<file path="src/rtl/inst_fetch_if.sv">
// Fetch-stage bundle: core-side pc/cmd handshake plus the req/gnt/rvalid instruction memory port.
// master = fetch unit, slave = core + memory side.
interface inst_fetch_if #(
  parameter int ADDR_W = 32,
  parameter int DATA_W = 32
);
  logic [ADDR_W-1:0] pc;
  logic              cmd_ready;
  logic [DATA_W-1:0] cmd;
  logic              cmd_valid;
  logic              fetch_fault;

  logic              mem_req;
  logic [ADDR_W-1:0] mem_addr;
  logic              mem_gnt;
  logic              mem_rvalid;
  logic [DATA_W-1:0] mem_rdata;
  logic              mem_err;

  modport master (
    input  pc, cmd_ready, mem_gnt, mem_rvalid, mem_rdata, mem_err,
    output cmd, cmd_valid, fetch_fault, mem_req, mem_addr
  );

  modport slave (
    output pc, cmd_ready, mem_gnt, mem_rvalid, mem_rdata, mem_err,
    input  cmd, cmd_valid, fetch_fault, mem_req, mem_addr
  );
endinterface

</file>
<file path="src/rtl/inst_fetch.sv">
// Instruction fetch stage: one outstanding word fetch per core handshake, faults become NOP.
// Optional WAIT-state watchdog enabled by defining IFU_TIMEOUT_EN.
module inst_fetch #(
  parameter int ADDR_W = 32,
  parameter int DATA_W = 32,
  parameter logic [DATA_W-1:0] NOP_INST = DATA_W'(32'h00000013)
`ifdef IFU_TIMEOUT_EN
  , parameter int unsigned TIMEOUT_CYC = 255
`endif
) (
  input logic          clk,
  input logic          rst,
  inst_fetch_if.master bus
);

  typedef enum logic [1:0] {IDLE, REQ, WAIT, VALID} state_t;

  state_t            state;
  logic [ADDR_W-1:0] addr_q;
  logic [DATA_W-1:0] cmd_q;
  logic              valid_q;
  logic              fault_q;
  logic              rsp;

`ifdef IFU_TIMEOUT_EN
  localparam int unsigned CNT_W = (TIMEOUT_CYC > 255) ? $clog2(TIMEOUT_CYC + 1) : 8;
  localparam logic [CNT_W-1:0] TMO_LAST = CNT_W'(TIMEOUT_CYC - 1);

  logic [CNT_W-1:0] tmo_cnt;
  logic             drop_pend;

  // The first rvalid after a timeout belongs to the abandoned request.
  assign rsp = bus.mem_rvalid & ~drop_pend;
`else
  assign rsp = bus.mem_rvalid;
`endif

  always_ff @(posedge clk or negedge rst) begin
    if (!rst) begin
      state   <= IDLE;
      addr_q  <= '0;
      cmd_q   <= NOP_INST;
      valid_q <= 1'b0;
      fault_q <= 1'b0;
`ifdef IFU_TIMEOUT_EN
      tmo_cnt   <= '0;
      drop_pend <= 1'b0;
`endif
    end else begin
`ifdef IFU_TIMEOUT_EN
      tmo_cnt <= '0;
      if (bus.mem_rvalid && drop_pend) drop_pend <= 1'b0;
`endif
      unique case (state)
        IDLE: begin
          addr_q  <= {bus.pc[ADDR_W-1:2], 2'b00};
          fault_q <= 1'b0;
          if (bus.pc[1:0] != 2'b00) begin
            cmd_q   <= NOP_INST;
            fault_q <= 1'b1;
            valid_q <= 1'b1;
            state   <= VALID;
          end else begin
            state <= REQ;
          end
        end

        REQ: begin
          if (bus.mem_gnt) begin
            if (rsp) begin
              cmd_q   <= bus.mem_err ? NOP_INST : bus.mem_rdata;
              fault_q <= bus.mem_err;
              valid_q <= 1'b1;
              state   <= VALID;
            end else begin
              state <= WAIT;
            end
          end
        end

        WAIT: begin
          if (rsp) begin
            cmd_q   <= bus.mem_err ? NOP_INST : bus.mem_rdata;
            fault_q <= bus.mem_err;
            valid_q <= 1'b1;
            state   <= VALID;
          end
`ifdef IFU_TIMEOUT_EN
          else if (tmo_cnt == TMO_LAST) begin
            cmd_q     <= NOP_INST;
            fault_q   <= 1'b1;
            valid_q   <= 1'b1;
            drop_pend <= 1'b1;
            state     <= VALID;
          end else begin
            tmo_cnt <= tmo_cnt + 1'b1;
          end
`endif
        end

        VALID: begin
          if (bus.cmd_ready) begin
            valid_q <= 1'b0;
            state   <= IDLE;
          end
        end

        default: state <= IDLE;
      endcase
    end
  end

  assign bus.mem_req     = (state == REQ);
  assign bus.mem_addr    = addr_q;
  assign bus.cmd         = cmd_q;
  assign bus.cmd_valid   = valid_q;
  assign bus.fetch_fault = fault_q;

endmodule

</file>
<file path="src/flat_wrapper.sv">
// flat-port wrapper written by rule: the top's interface ports become plain ports
module inst_fetch_flat 
#(
  parameter int ADDR_W = 32,
  parameter int DATA_W = 32,
  parameter logic [DATA_W-1:0] NOP_INST = DATA_W'(32'h00000013)

)
  (clk, rst, bus_pc, bus_cmd_ready, bus_mem_gnt, bus_mem_rvalid, bus_mem_rdata, bus_mem_err, bus_cmd, bus_cmd_valid, bus_fetch_fault, bus_mem_req, bus_mem_addr);
  inst_fetch_if #(.ADDR_W(ADDR_W), .DATA_W(DATA_W)) bus_i ();
  input logic clk;
  input logic rst;
  input wire logic [$bits(bus_i.pc)-1:0] bus_pc;
  input wire logic [$bits(bus_i.cmd_ready)-1:0] bus_cmd_ready;
  input wire logic [$bits(bus_i.mem_gnt)-1:0] bus_mem_gnt;
  input wire logic [$bits(bus_i.mem_rvalid)-1:0] bus_mem_rvalid;
  input wire logic [$bits(bus_i.mem_rdata)-1:0] bus_mem_rdata;
  input wire logic [$bits(bus_i.mem_err)-1:0] bus_mem_err;
  output wire logic [$bits(bus_i.cmd)-1:0] bus_cmd;
  output wire logic [$bits(bus_i.cmd_valid)-1:0] bus_cmd_valid;
  output wire logic [$bits(bus_i.fetch_fault)-1:0] bus_fetch_fault;
  output wire logic [$bits(bus_i.mem_req)-1:0] bus_mem_req;
  output wire logic [$bits(bus_i.mem_addr)-1:0] bus_mem_addr;
  assign bus_i.pc = bus_pc;
  assign bus_i.cmd_ready = bus_cmd_ready;
  assign bus_i.mem_gnt = bus_mem_gnt;
  assign bus_i.mem_rvalid = bus_mem_rvalid;
  assign bus_i.mem_rdata = bus_mem_rdata;
  assign bus_i.mem_err = bus_mem_err;
  assign bus_cmd = bus_i.cmd;
  assign bus_cmd_valid = bus_i.cmd_valid;
  assign bus_fetch_fault = bus_i.fetch_fault;
  assign bus_mem_req = bus_i.mem_req;
  assign bus_mem_addr = bus_i.mem_addr;
  inst_fetch #(.ADDR_W(ADDR_W), .DATA_W(DATA_W), .NOP_INST(NOP_INST)) u_core (.clk(clk), .rst(rst), .bus(bus_i));
endmodule
</file>
<file path="config.mk">
export PLATFORM = sky130hd
export DESIGN_NAME = inst_fetch_flat
export DESIGN_NICKNAME = d
export VERILOG_FILES = /design/src/rtl/inst_fetch_if.sv /design/src/rtl/inst_fetch.sv /design/src/flat_wrapper.sv
export SDC_FILE = /design/constraint.sdc
export NUM_CORES = 1
export LEC_CHECK = 0
export BUFFER_PORTS_ARGS = -buffer_cell sky130_fd_sc_hd__buf_4
export CORE_ASPECT_RATIO = 1.5
export CORE_MARGIN = 5
export CORE_UTILIZATION = 48
export DETAILED_ROUTE_END_ITERATION = 10
export GPL_ROUTABILITY_DRIVEN = 0
export PLACE_DENSITY = 0.82
export RECOVER_POWER = 100
export SYNTH_ARGS = -nofsm -noshare
export SYNTH_HDL_FRONTEND = slang
export SYNTH_SLANG_ARGS = --single-unit
</file>
<file path="constraint.sdc">
create_clock -name clk -period 4.3 [get_ports clk]
set_input_delay 0.43 -clock clk [delete_from_list [all_inputs] [get_ports clk]]
set_output_delay 0.43 -clock clk [all_outputs]
set_load 0.01 [all_outputs]
</file>
==> run summary, run 1 <==
The final standard cell area without fillers was 3660 um2; the placed cell area was 3685 um2. The number of hold buffers added after CTS was 0. The count of pins over their slew limit is 31, and the post-synthesis sequential element count is 66. Row generation in the floorplan step produced 33 rows. The first global-routing pass estimated 10.35 mm of wire. For this design the ratio of total power to cell area is 760.7 nW/um2. For the peak ir drop on the vdd network, the log shows 0.4576 mV. The path class of the tightest hold or removal check is in -> async. The tools report the routed wire length as 6.892 mm. In this run the remaining antenna-violating nets after routing total 0. The H-tree was split into 3 levels. The class of the most critical setup path was reg -> reg. The worst path needs 2.541 ns of the cycle, external delays included.

Post-route DRC violation count: 0. Entering global routing, the biggest net connects 67 pins. The via density per instance works out to 5.069.

The terminus of the critical flop-to-flop path is u_core.bus.cmd[10]$_DFFE_PN0P_. Clock root buffer master: clkbuf_8. The proportion of netlist area held by the largest area contributor is 0.5972, and the signed area change from the synthesized netlist to the final layout is 38.63%. The run finished, with violations left. The largest single stage delay on the critical path is 0.92 ns.

The sequential area share after synthesis was 0.6270. The cell family contributing the most delay on the critical path is simple AND/OR/NAND/NOR gates. The slowest library cell on the worst path is or4_1. At the pin with the least slew margin, the transition time is 1.594 ns. The checks that failed: max-capacitance violations, max-slew violations. Summed over all nets, wire length on met3 after detailed routing comes to 449 um. For the number of setup violations in the final report, the log shows 0. The average cell area after synthesis works out to 14.51 um2.

The tools report the worst setup path endpoint as u_core.bus.cmd[10]$_DFFE_PN0P_. The logs give 0 for the yosys synthesis warning count and 0.009989 ns for the worst clock skew on the final layout. In this run the register-to-register setup slack is 1.76 ns.

Counting buffers and inverters, the worst setup path is 5 cells deep. At the worst endpoint, the required time is 4.56 ns. The half-perimeter wire length after placement is 4.956 mm, and the final cell utilization of the core is 0.6766. The detailed router put a total of 2.612 mm of wire on met1. The count of buffers added on input and output ports is 134. The tools report the mapped cell area as 2640 um2.

Vias after detailed routing: 1,992. Summing all multi-input logic gate instances after layout gives 890.9 um2. Summed over all nets, the switching power comes to 1.020 mW.

Along the worst path, the maximum fanout reaches 32. Number of top-level pins: 137. The switching part of the total is 0.3664, and the clock sink total is 66. For the worst setup path, the data arrival time is 2.80 ns. Summed over all nets, wire length on met2 after detailed routing comes to 3.721 mm. The clock share of power is 0.208, and the number of nets at the end of the flow is 395. The repair_antennas step left the layout with diodes totalling 0. For this run, the detailed router's first-pass iteration total came to 4. Setup repair after global routing left no endpoint under its margin.

Counting the buffers created by CTS gives 9. The static power due to leakage was 1.736 nW. After routing, the total negative slack on setup checks comes to 0 ns. The signal on the critical path passes through inv_1 > ha_1 > nor3b_1 > or4_1 > a22o_1. The fraction of layout instances using a drive strength above 1 was 0.3777. The overall routing resource usage came out at 0.1886. The tools report the sequential share of power as 0.390. The clock transition at the registers of the reported paths works out to 0.08 ns.

After floorplanning, the core was sized to cover 5409 um2. Measured in cells, the most critical reg-to-reg path has a length of 5. The number of unique standard cell types used by synthesis is 26. The post-route clock period utilization was 0.5909.

Relative slew slack: -0.06242. The die covers 7114 um2. For the final global-route overflow total, the log shows 0.

Power share of the combinational group: 0.402. The die is 100.8 um tall. The run gives 0 as the final number of hold-violating endpoints. The worst setup path is launched from a flop. TritonCTS built the clock tree. The clock network latency to the later pin of the worst-skew pair is 0.33 ns, and the average wire length per cell after detail routing is 17.54 um.

The cell count after synthesis came out at 182. The number of fill cells in the layout is 482. Static timing analysis puts the maximum clock frequency at 0.3935 GHz. The area occupied by registers was 1655 um2.

After clock tree synthesis, the setup repair step added 0 buffers. The run gives 0 as the number of antenna violations at the first check in global routing. The tools report the startpoint of the lowest-slack register-to-register path as u_core.state[0]$_DFFE_PN0P_. The worst setup path is captured at a flop.

The buffering stage count on the worst path with inverters included was 1; the count of max-cap constraint violations was 1. The number of gates resized after cts was 0. Of all cell types, the one taking the most synthesized area is dfrtp_1. The critical path launch point was u_core.state[0]$_DFFE_PN0P_.

The highest layer used for signal routing is met4. After synthesis, the cell types taking the most area are dfrtp_1 60%, mux2_2 14%, a22o_1 9.6%, ha_1 3.3%, dfstp_2 3.0%. The initial core utilization was 0.4881.

The run gives 2,058 as the number of global-route vias before repair. The starting DRC count in detailed routing is 178. Internal power comes to 1.764 mW.

The horizontal die dimension is 70.56 um. The clock passes through at most 2 buffers.
[final cells by class]
cell class / count / share of cell area
timing repair buffer: 136 / 0.2113
multi-input combinational: 97 / 0.2434
clock buffer: 9 / 0.03385
clock inverter: 7 / 0.02701
sequential: 66 / 0.4523
tap: 70 / 0.02393
inverter: 8 / 0.008205
[through the flow]
step | total power, mW | hold WS [ns] | instances | setup WS [ns]
2_1_floorplan | 1.845 | 0.1344 | 183 | 2.336
3_3_place_gp | 2.405 | 0.4644 | 377 | 1.907
3_5_place_dp | 2.455 | 0.4621 | 377 | 1.777
4_1_cts | 3.050 | 0.2076 | 393 | 1.749
5_1_grt | 2.972 | 0.2504 | 393 | 1.576
6_report | 2.784 | 0.1817 | 393 | 1.759
[worst min path at each step]
stage,startpoint,end,slack [ns],cells after the start
after floorplan,rst,u_core.bus.cmd[10]$_DFFE_PN0P_,0.13,0
after global placement,u_core.bus.cmd[1]$_DFFE_PN1P_,u_core.bus.cmd[1]$_DFFE_PN1P_,0.46,2
after detailed placement,u_core.bus.cmd[0]$_DFFE_PN1P_,u_core.bus.cmd[0]$_DFFE_PN1P_,0.46,2
after CTS,rst,u_core.bus.cmd[11]$_DFFE_PN0P_,0.21,1
after global routing,rst,u_core.bus.cmd[11]$_DFFE_PN0P_,0.25,1
final,rst,u_core.bus.cmd[11]$_DFFE_PN0P_,0.18,1
[cell families (layout without fill, tap and decap cells)]
logic type,count (synthesis),after routing,synth area share
flip-flops,66,66,0.6270
AO/OA/AOI/OAI,37,37,0.1180
multiplexers,32,32,0.1365
buffers and inverters,20,160,0.04028
AND/OR/NAND/NOR,19,19,0.04360
adder cells (fa/ha/maj),7,7,0.03317
other,1,2,0.001420
[sequential cells by signal, summed over array words and instances (netlist names)]
signal,flops
u_core.bus.cmd,32
u_core.bus.mem_addr,30
u_core.state,2
u_core.bus.cmd_valid,1
u_core.bus.fetch_fault,1
[power groups by stage]
stage	combinational, mW	clock, mW	sequential [mW]
after floorplan	0.639	0	1.21
after global placement	1.32	0	1.08
after detailed placement	1.36	0	1.09
after CTS	1.37	0.594	1.09
after global routing	1.23	0.618	1.12
final	1.12	0.580	1.08
[metal layers]
metal / up-vias / global-route usage
met1: 978 / 0.2190
li1: 927 / -
met2: 77 / 0.3290
met4: 0 / 0.08249
met3: 10 / 0.04691
met5: - / 0
[synthesized netlist by cell type (all sizes together)]
cell type / number
a211oi: 1
mux2: 32
a22oi: 3
a2bb2oi: 2
nand3b: 1
nor2b: 6
dfrtp: 63
dfstp: 3
a21oi: 1
nand2: 1
clkbuf: 5
ha: 7
a22o: 29
inv: 8
or4: 1
buf: 7
nor2: 3
nor4: 3
o21ai: 1
conb: 1
nor3: 3
nor3b: 1
[placed cells by master, fill, tap and decap left out]
master,synthesis,final
o21ai_0,1,1
bufinv_16,0,2
a211oi_1,1,1
a22o_1,29,29
nand3b_1,1,1
inv_6,0,3
nor3_1,3,3
clkinv_2,0,1
nand2_1,1,1
clkbuf_8,0,9
a22oi_1,3,3
a2bb2oi_1,2,2
mux2_2,32,32
nor2_1,3,3
ha_1,7,7
dfrtp_1,63,63
clkinvlp_4,0,1
nor4_1,2,2
or4_1,1,1
conb_1,1,2
clkbuf_1,5,66
a21oi_1,1,1
dfstp_2,3,3
nor4_4,0,1
inv_1,8,8
buf_4,2,70
nor3b_1,1,1
nor2b_1,6,6
Power figures use the tool's default switching activity.
==> inputs of run 2 (changes only) <==
--- a/config.mk
+++ b/config.mk
@@ -8,10 +8,10 @@
 export BUFFER_PORTS_ARGS = -buffer_cell sky130_fd_sc_hd__buf_4
 export CORE_ASPECT_RATIO = 1.5
 export CORE_MARGIN = 5
-export CORE_UTILIZATION = 48
+export CORE_UTILIZATION = 40
 export DETAILED_ROUTE_END_ITERATION = 10
 export GPL_ROUTABILITY_DRIVEN = 0
-export PLACE_DENSITY = 0.82
+export PLACE_DENSITY = 0.73
 export RECOVER_POWER = 100
 export SYNTH_ARGS = -nofsm -noshare
 export SYNTH_HDL_FRONTEND = slang
==> constraint.sdc (replaced) <==
create_clock -name clk -period 2.07 [get_ports clk]
set_input_delay 0.207 -clock clk [delete_from_list [all_inputs] [get_ports clk]]
set_output_delay 0.207 -clock clk [all_outputs]
set_load 0.01 [all_outputs]
==> run summary, run 2 (same netlist as run 1, synthesis figures left out) <==
Setup repair after global routing left no endpoint under its margin. Buffers placed on the I/O ports in this run total 134. The tools report the post-route DRC violation count as 0.

The arrival time at the worst endpoint was 2.18 ns. The clock passes through at most 2 buffers. The vias after detailed routing is 2,029. In this run the clock root is driven by a clkbuf_8.

Final critical-path setup slack: 0.1007 ns. The run finished with clean final reports. The top cell types in the final layout, fill and taps aside, are 72 x buf_4, 64 x clkbuf_1, 61 x dfrtp_1. The signed area change from the synthesized netlist to the final layout was 40.85%; the area occupied by registers was 1658 um2. The number of setup violations in the final report is 0.

The slowest library cell on the worst path is dfrtp_2. The overall routing resource usage was 0.1680. Measured along the x axis, the die boundary spans 76.33 um. After floorplanning, the core was sized to cover 6486 um2. IR analysis of the VDD net gives a maximum drop of 0.8168 mV. Final global-route overflow total: 0. The logs give 66 for the clock sink total and 0 for the count of max-cap constraint violations.

Before antenna repair, the detailed router went through 5 iterations. The register with the most flip-flops in the layout has 32 of them. The tools report the count of pins over their slew limit as 0. TritonCTS built the clock tree. Derived from the worst setup path, the maximum achievable clock frequency is 0.5078 GHz. The post-route clock period utilization is 0.9514, and the cell row count is 36. Counting both buffers and inverters, the worst setup path holds a total of 2. The antenna cell count is 0. The count of antenna-violating nets left after detailed routing is 0, and the die outline height is 109.5 um.

The number of placed instances, taps included, is 386. The initial core utilization is 0.4070, and the half-perimeter wire length after placement is 5.270 mm. In the routed layout, each cell is associated on average with a via count of 5.035. TritonCTS created 9 clock buffers.

Setup total negative slack on the finished layout was measured at 0 ns. The relative slew slack came out at 0.4466. The tools report the element type at the critical path end as a flop.

STA classifies the critical path startpoint as a flop. The cell family contributing the most delay on the critical path is simple AND/OR/NAND/NOR gates. After filler insertion, the fill cell instance count of the layout stands at 598. The path category of the worst min-delay check is in -> reg. Total chip power: 5.817 mW. Entering global routing, the biggest net connects 67 pins. Clock skew on the completed layout was measured at 0.009554 ns. The setup slack at placement was -0.01055 ns; the highest fanout seen on the critical path was 32. The die covers 8358 um2.

The tools report the final number of hold-violating endpoints as 0. The area of the multi-input gates came out at 895.9 um2. On the worst path, the slowest cell contributes a delay of 0.45 ns. For the clock network latency to the later pin of the worst-skew pair, the log shows 0.33 ns. The analysis attributes to cell leakage a power of 1.750 nW.

The first global-routing pass estimated 10.83 mm of wire. The clock transition at the registers of the reported paths works out to 0.07 ns. In this run the count of I/O pins placed on the die edge is 137. The number of global-route vias before repair is 2,092, and the average wire length per cell after detail routing is 17.77 um.

Ratio of total power to cell area: 1564 nW/um2. The detailed router finished its first iteration with 128 violations. The fraction of layout instances using a drive strength above 1 was 0.3976. Once layout is complete, the cells apart from fillers number 403. The signal on the critical path passes through inv_1 > ha_1 > nor2b_1 > or4_1 > buf_6 > a22o_1. STA puts the critical path data required time at 2.28 ns. The run gives 399 as the number of nets at the end of the flow. The H-tree generated during clock tree synthesis spans 3 levels. Summed over all layers, the routed wires come to 7.161 mm. The critical path in this run is classified as reg -> reg. The number of antenna violations at the first check in global routing was 0; the minimum clock period after layout was 1.969 ns. Leaving out fill and tap cells, the most frequent cell in the layout is buf_4. The slew at the pin with the worst max-slew slack works out to 0.8301 ns.
run 2: cell types whose count changed in the layout (fill, tap and decap cells not counted), moves of 2 or more:
cell | before | now
buf_4 | 70 | 72
clkbuf_1 | 66 | 64
clkbuf_8 | 9 | 11
clkinvlp_4 | 1 | 3
dfrtp_1 | 63 | 61
dfrtp_2 | 0 | 2
inv_6 | 3 | 1
run 2: final timing paths:
| path | from | end | slack, ns | depth (start not counted) |
|---|---|---|---|---|
| max | u_core.state[1]$_DFFE_PN0P_ | u_core.bus.cmd[31]$_DFFE_PN0P_ | 0.10 | 6 |
| min | bus_mem_rdata[15] | u_core.bus.cmd[15]$_DFFE_PN0P_ | 0.09 | 2 |
| max reg2reg | u_core.state[1]$_DFFE_PN0P_ | u_core.bus.cmd[31]$_DFFE_PN0P_ | 0.10 | 6 |
| min reg2reg | u_core.bus.cmd[0]$_DFFE_PN1P_ | u_core.bus.cmd[0]$_DFFE_PN1P_ | 0.48 | 2 |
| max in group asynchronous | rst | u_core.state[1]$_DFFE_PN0P_ | 1.00 | 2 |
| min in group asynchronous | rst | u_core.bus.cmd[22]$_DFFE_PN0P_ | 0.50 | 2 |
run 2: timing repair:
action,4_1_cts,5_1_grt
endpoints found under the hold margin,4,0
setup buffers,0,0
endpoints found under the setup margin,29,32
hold buffers,1,0
gates resized for setup,1,4
run 2: power breakdown:
part	internal, mW	total [mW]	switching [mW]
combinational	1.15	2.46	1.32
clock	0.626	1.12	0.496
sequential	1.91	2.23	0.325
total	3.68	5.82	2.14
run 2: layout make-up:
cell class	instances	share of cell area
clock buffers	11	0.04071
clock inverters	5	0.01649
inverters	8	0.008075
multi-input cells	97	0.2409
flip-flops and latches	66	0.4458
well taps	76	0.02557
repair buffers	140	0.2224
run 2: worst reg2reg max path: stages (launching register included):
cell and delay, ns:
dfrtp_2 0.45, inv_1 0.14, ha_1 0.26, nor2b_1 0.16, or4_1 0.42, buf_6 0.21
a22o_1 0.22
run 2: per-stage QoR:
stage,hold WS (ns),utilization,cell area [um2]
floorplan,-0.08859,-,2644
global placement,0.3674,0.5747,3727
detailed placement,0.3696,0.5747,3727
CTS,0.07310,0.6098,3955
global route,0.06897,0.5733,3719
finish,0.09208,0.5733,3719
run 2: routing by layer:
metal | global-route usage | share of wire | vias to the layer above | wire length (um)
met4 | 0.09375 | 0.040 | 0 | 289
met1 | 0.1710 | 0.35 | 1007 | 2513
met5 | 0 | 0 | - | 0
met3 | 0.05082 | 0.048 | 19 | 341
met2 | 0.3051 | 0.56 | 73 | 4016
li1 | - | - | 930 | -
